**src/rtl/fetch_stage.sv**
```systemverilog
// ----------------------------------------------------------------------------
// fetch_stage
//   Instruction fetch stage with a 2-entry instruction queue and an IF/ID
//   output register. Issues word-aligned fetch requests to instruction memory,
//   tracks up to two outstanding requests so each in-order response can be
//   tagged with its PC, and drops stale responses after a redirect or a
//   mid-operation reset (DRAIN state).
//
// Ports
//   clk_i          : clock, all state updates on rising edge
//   rst_ni         : synchronous active-low reset
//   pc_enable_i    : 0 = no new fetch request this cycle
//   id_enable_i    : 0 = hold IF/ID outputs
//   id_reset_ni    : 0 = flush IF/ID outputs to a bubble
//   br_sel_i       : taken branch/jump resolved in EX
//   br_target_i    : redirect address (low two bits ignored)
//   imem_req_o     : fetch request valid
//   imem_addr_o    : fetch address (word aligned)
//   imem_ready_i   : memory accepts request when imem_req_o & imem_ready_i
//   imem_rvalid_i  : response valid (in order)
//   imem_rdata_i   : response instruction word
//   ID_pc_o        : PC of instruction in IF/ID
//   ID_inst_o      : instruction in IF/ID
//   ID_valid_o     : 1 = ID_inst_o is a real fetched instruction
//   fetch_empty_o  : 1 = instruction queue empty
// ----------------------------------------------------------------------------
module fetch_stage #(
    parameter logic [31:0] RESET_PC = 32'h0000_0000,
    parameter logic [31:0] NOP_INST = 32'h0000_0013
) (
    input  logic        clk_i,
    input  logic        rst_ni,
    input  logic        pc_enable_i,
    input  logic        id_enable_i,
    input  logic        id_reset_ni,
    input  logic        br_sel_i,
    input  logic [31:0] br_target_i,
    output logic        imem_req_o,
    output logic [31:0] imem_addr_o,
    input  logic        imem_ready_i,
    input  logic        imem_rvalid_i,
    input  logic [31:0] imem_rdata_i,
    output logic [31:0] ID_pc_o,
    output logic [31:0] ID_inst_o,
    output logic        ID_valid_o,
    output logic        fetch_empty_o
);

    typedef enum logic {S_RUN = 1'b0, S_DRAIN = 1'b1} state_t;

    state_t      r_state;
    state_t      w_state_nxt;
    logic [31:0] r_pc;
    logic [1:0]  r_out_cnt;
    logic [1:0]  w_out_nxt;
    logic [31:0] r_pend_pc [2];   // [0] = oldest outstanding request address
    logic [1:0]  r_q_cnt;
    logic [31:0] r_q_pc   [2];    // [0] = queue head
    logic [31:0] r_q_inst [2];

    logic        w_space;
    logic        w_accept;
    logic        w_push;
    logic        w_load;
    logic        w_pop;
    logic        w_q_idx;
    logic        w_pend_idx;
    logic        w_unused;

    // Target low bits are discarded by word alignment.
    assign w_unused = ^br_target_i[1:0];

    assign imem_addr_o   = r_pc;
    assign fetch_empty_o = (r_q_cnt == 2'd0);

    // Output / datapath-control combinational process.
    always_comb begin
        // Queue entries plus in-flight requests never exceed the queue depth,
        // so every response always has a slot to land in.
        w_space    = ({1'b0, r_q_cnt} + {1'b0, r_out_cnt}) < 3'd2;
        imem_req_o = rst_ni && (r_state == S_RUN) && pc_enable_i && !br_sel_i && w_space;
        w_accept   = imem_req_o && imem_ready_i;
        w_push     = rst_ni && (r_state == S_RUN) && !br_sel_i && imem_rvalid_i;
        w_load     = rst_ni && id_reset_ni && id_enable_i && !br_sel_i;
        w_pop      = w_load && (r_q_cnt != 2'd0);
        // Write slot for a pushed response, after any same-cycle pop.
        w_q_idx    = r_q_cnt[1] | (r_q_cnt[0] & ~w_pop);
        // Write slot for a newly accepted request address.
        w_pend_idx = imem_rvalid_i ? 1'b0 : r_out_cnt[0];
        w_out_nxt  = r_out_cnt + {1'b0, w_accept} - {1'b0, imem_rvalid_i};
    end

    // Next-state combinational process.
    always_comb begin
        w_state_nxt = r_state;
        case (r_state)
            S_RUN:   if (br_sel_i && (w_out_nxt != 2'd0)) w_state_nxt = S_DRAIN;
            S_DRAIN: if (w_out_nxt == 2'd0)               w_state_nxt = S_RUN;
            default: w_state_nxt = S_RUN;
        endcase
    end

    // State register. Reset keeps counting down requests issued before reset
    // so their late responses are discarded rather than mistaken for new ones.
    always_ff @(posedge clk_i) begin
        if (!rst_ni) begin
            r_state <= (w_out_nxt != 2'd0) ? S_DRAIN : S_RUN;
        end else begin
            r_state <= w_state_nxt;
        end
        r_out_cnt <= w_out_nxt;
    end

    // PC and outstanding-request address tracking.
    always_ff @(posedge clk_i) begin
        if (!rst_ni) begin
            r_pc <= RESET_PC;
        end else if (br_sel_i) begin
            r_pc <= {br_target_i[31:2], 2'b00};
        end else if (w_accept) begin
            r_pc <= r_pc + 32'd4;
        end

        if (imem_rvalid_i) begin
            r_pend_pc[0] <= r_pend_pc[1];
        end
        if (w_accept) begin
            r_pend_pc[w_pend_idx] <= r_pc;
        end
    end

    // Instruction queue.
    always_ff @(posedge clk_i) begin
        if (!rst_ni || br_sel_i) begin
            r_q_cnt <= 2'd0;
        end else begin
            r_q_cnt <= r_q_cnt + {1'b0, w_push} - {1'b0, w_pop};
        end

        if (w_pop) begin
            r_q_pc[0]   <= r_q_pc[1];
            r_q_inst[0] <= r_q_inst[1];
        end
        if (w_push) begin
            r_q_pc[w_q_idx]   <= r_pend_pc[0];
            r_q_inst[w_q_idx] <= imem_rdata_i;
        end
    end

    // IF/ID register: flush > hold > load.
    always_ff @(posedge clk_i) begin
        if (!rst_ni || !id_reset_ni) begin
            ID_pc_o    <= 32'd0;
            ID_inst_o  <= NOP_INST;
            ID_valid_o <= 1'b0;
        end else if (!id_enable_i) begin
            ID_pc_o    <= ID_pc_o;
            ID_inst_o  <= ID_inst_o;
            ID_valid_o <= ID_valid_o;
        end else if (w_pop) begin
            ID_pc_o    <= r_q_pc[0];
            ID_inst_o  <= r_q_inst[0];
            ID_valid_o <= 1'b1;
        end else begin
            ID_pc_o    <= 32'd0;
            ID_inst_o  <= NOP_INST;
            ID_valid_o <= 1'b0;
        end
    end

    // A response into a full queue without a pop would overwrite an entry.
    always_ff @(posedge clk_i) begin
        if (rst_ni) begin
            assert (!(w_push && (r_q_cnt == 2'd2) && !w_pop));
        end
    end

endmodule

```
**config.mk**
```make
export PLATFORM = sky130hd
export DESIGN_NAME = fetch_stage
export DESIGN_NICKNAME = d
export VERILOG_FILES = /design/src/rtl/fetch_stage.sv
export SDC_FILE = /design/constraint.sdc
export NUM_CORES = 1
export LEC_CHECK = 0
export ABC_AREA = 1
export BUFFER_PORTS_ARGS = -buffer_cell sky130_fd_sc_hd__buf_2
export CAP_MARGIN = 20
export CORE_MARGIN = 2
export CORE_UTILIZATION = 40
export CTS_BUF_LIST = sky130_fd_sc_hd__clkbuf_16
export DETAILED_ROUTE_END_ITERATION = 7
export GPL_TIMING_DRIVEN = 0
export SYNTH_ARGS = -nofsm -noshare
export SYNTH_HDL_FRONTEND = slang
export SYNTH_SLANG_ARGS = --single-unit
```
**constraint.sdc**
```tcl
create_clock -name clk_i -period 5.2 [get_ports clk_i]
set_clock_uncertainty 0.15 [all_clocks]
set_input_delay 1.04 -clock clk_i [delete_from_list [all_inputs] [get_ports clk_i]]
set_output_delay 1.04 -clock clk_i [all_outputs]
set_load 0.02 [all_outputs]
```
==> impl_metrics.yaml <==
cts:
  cts_tree: "yes"
  ctsHtreeMaxLevel: 1
  max-clock-path-buffers: 3
  hold_buffers: 0
  clkLatencyLatePin_ns: 0.55
  cts-resized-gates: 0
  numCtsBuffers: 30
  post-cts-setup-buffers: 0
  clk_pin_slew_ns: 0.06
  cts_sinks: 282
  cts_root_buf: "clkbuf_16"
worst_setup_path:
  required_ns: 5.29
  crit_type: "in2reg"
  path_cells: "buf_2, inv_2, nor2_1, nand2_1, nor2_2, inv_1, nor2_4, buf_12"
  cp_top_family: "simple AND/OR/NAND/NOR gates"
  critical-path-max-stage-delay_ns: 0.76
  r2r_start: "r_q_cnt[0]"
  cp_num_buf_inv: 4
  endpoint_kind: "flop"
  crit_start: "rst_ni"
  startpoint_type: "input pin"
  worstPathArrival_ns: 3.48
  cpMaxStageDelayCell: "nor2_4"
  cp_max_fo: 32
finish:
  n_fill_cell: 2690
  num-nets-final: 1463
  final_common_cell: "nand2_1"
  num_antenna_cells: 0
  area_growth_pct: 20.2
  layout-drive-gt1-share_pct: 17.4
  stdcell_count: 1787
  mostFrequentLayoutCells: "nand2_1, buf_2, edfxtp_1, nand3_1, dfxtp_1"
timing:
  slew-limit-headroom_pct: 39.0
  final.min_clock_period_ns: 3.39
  tightest_slew_ns: 0.914
  setup_tns_ns: 0
  hold_viol_final: 0
  layout_worst_path_cycle_share_pct: 65.2
  rsz0062_at_grt: "false"
  setup_viol: 0
  drv_slew: 0
  fmax_mhz: 295
logic_synthesis:
  synth_xor_area_share_pct: 0.613
  synthTopCellsByArea: "edfxtp_1, dfxtp_1, nand2_1"
  avgSynthCellArea_um2: 9.66
  synth-adder-area-share_pct: 0.723
  synth_top_family_by_area: "simple AND/OR/NAND/NOR gates"
  syn_area_mm2: 0.0114
  synth_seq_cells: 282
  syn_inst: 1183
  yosys.area.top_type: "edfxtp_1"
  synth_compound_area_share_pct: 6.13
  muxShareOfSynthArea_pct: 0
  yosys_warnings: 0
  synth.distinct_cells: 29
  synth_simple_gate_area_share_pct: 21.7
  synth_top_area_share_pct: 48.4
  ys_seq_area_share_pct: 65.5
floorplanning:
  initial_core_util_pct: 40.9
  num_rows: 61
  coreArea_mm2: 0.0279
  die-width_um: 173
  dieHeight_um: 173
  design.die.area_mm2: 0.0299
  io_pins: 171
min_path:
  holdCritPathClass: "reg2reg"
  hp-start: "r_pend_pc[0][17]"
outcome:
  status: "finished clean"
routing:
  drt_first_pass_iters: 5
  via_count: 8297
  routed_wl_um: 25400
  viasPerCell: 4.64
  wire_per_inst_um: 14.2
  dr.first_iter.drc_count: 626
  drcViolationCount: 0
  antenna_left: 0
power_and_ir_drop:
  ir_drop_uv: 321
  leakagePower_uw: 0.00554
  p_per_area_mw_per_mm2: 344
  power_uw: 4730
grt:
  grt_max_degree: 41
  first_global_vias: 7937
  grt_overflow_total: 0
  antenna_found_initial: 0
  grt_use_total_pct: 16.7
  grt_pass1_wl_um: 40900
run:
  cap_violations: 0
placed_design:
  hpwl_um: 19000
  gp_congestion: 0.884
  portBuffers: 163
  place_inst: 1730
-- cell usage after synthesis --
library cell / n
nor2_2: 1
and2_1: 1
a22oi_1: 1
nand2_1: 429
fa_1: 1
or2_2: 2
xor2_1: 2
buf_4: 4
nand3_1: 121
a21oi_1: 85
nand2_4: 1
edfxtp_1: 184
xnor2_1: 6
buf_2: 22
o22ai_1: 3
conb_1: 1
inv_1: 73
buf_1: 1
clkinv_1: 2
nand3_2: 1
clkbuf_1: 27
a31oi_1: 2
ha_1: 5
inv_2: 2
nor2_1: 57
buf_6: 6
o21ai_0: 44
a21oi_4: 1
dfxtp_1: 98
-- area by class of cell --
| cell class | count | area, um^2 | area share (%) |
|---|---|---|---|
| sequential | 282 | 7490 | 54.5 |
| multi-input combinational | 767 | 3360 | 24.4 |
| tap | 378 | 473 | 3.44 |
| buffer | 60 | 313 | 2.28 |
| timing repair buffer | 167 | 911 | 6.63 |
| clock buffer | 30 | 751 | 5.47 |
| inverter | 77 | 289 | 2.10 |
| clock inverter | 26 | 154 | 1.12 |
-- metrics by stage --
step                      hold slack, ns  util (%)  area (um^2)  setup WS (ns)
after floorplan                    0.277         -        11400          0.142
after global routing               0.298      49.2        13700           1.62
final                              0.297      49.2        13700           1.81
after detailed placement           0.291      45.8        12800           1.21
after CTS                          0.291      49.1        13700           1.60
after global placement             0.288      45.5        12700          -1.54
-- report_power, final --
group / switching, uW / internal [uW] / total, uW
clock: 834 / 1090 / 1920
combinational: 199 / 105 / 305
sequential: 47.4 / 2450 / 2500
total: 1080 / 3650 / 4730
-- routing by layer --
layer	share of wire, %	track usage [%]	up-vias
met1	46	22.4	3694
li1	-	-	4322
met5	0	0	-
met4	3.2	5.19	0
met3	5.2	2.70	50
met2	46	28.0	231
-- final timing paths --
check	endpoint	slack (ns)	cells past startpoint
hold reg to reg	r_q_pc[1][17]	0.30	0
setup / recovery	r_q_pc[1][3]	1.81	8
setup reg to reg	r_pend_pc[0][27]	2.02	13
hold / removal	r_q_pc[1][17]	0.30	0
-- cell families (layout without fill, tap and decap cells) --
logic type / count (synthesis) / after routing
AOI/OAI and AO/OA: 136 / 136
xor gates and xnor gates: 8 / 8
adders and majority gates: 6 / 6
buffers and inverters: 137 / 360
DFF: 282 / 282
other: 1 / 4
and+or+nand+nor: 613 / 613
-- registers in the layout, indices dropped and copies added (netlist names) --
name	cells
ID_valid_o	1
r_q_cnt	2
ID_pc_o	30
r_state	1
r_pend_pc	60
imem_addr_o	30
r_out_cnt	2
ID_inst_o	32
r_q_pc	60
r_q_inst	64
No activity file was read; power rests on OpenSTA's default activity.
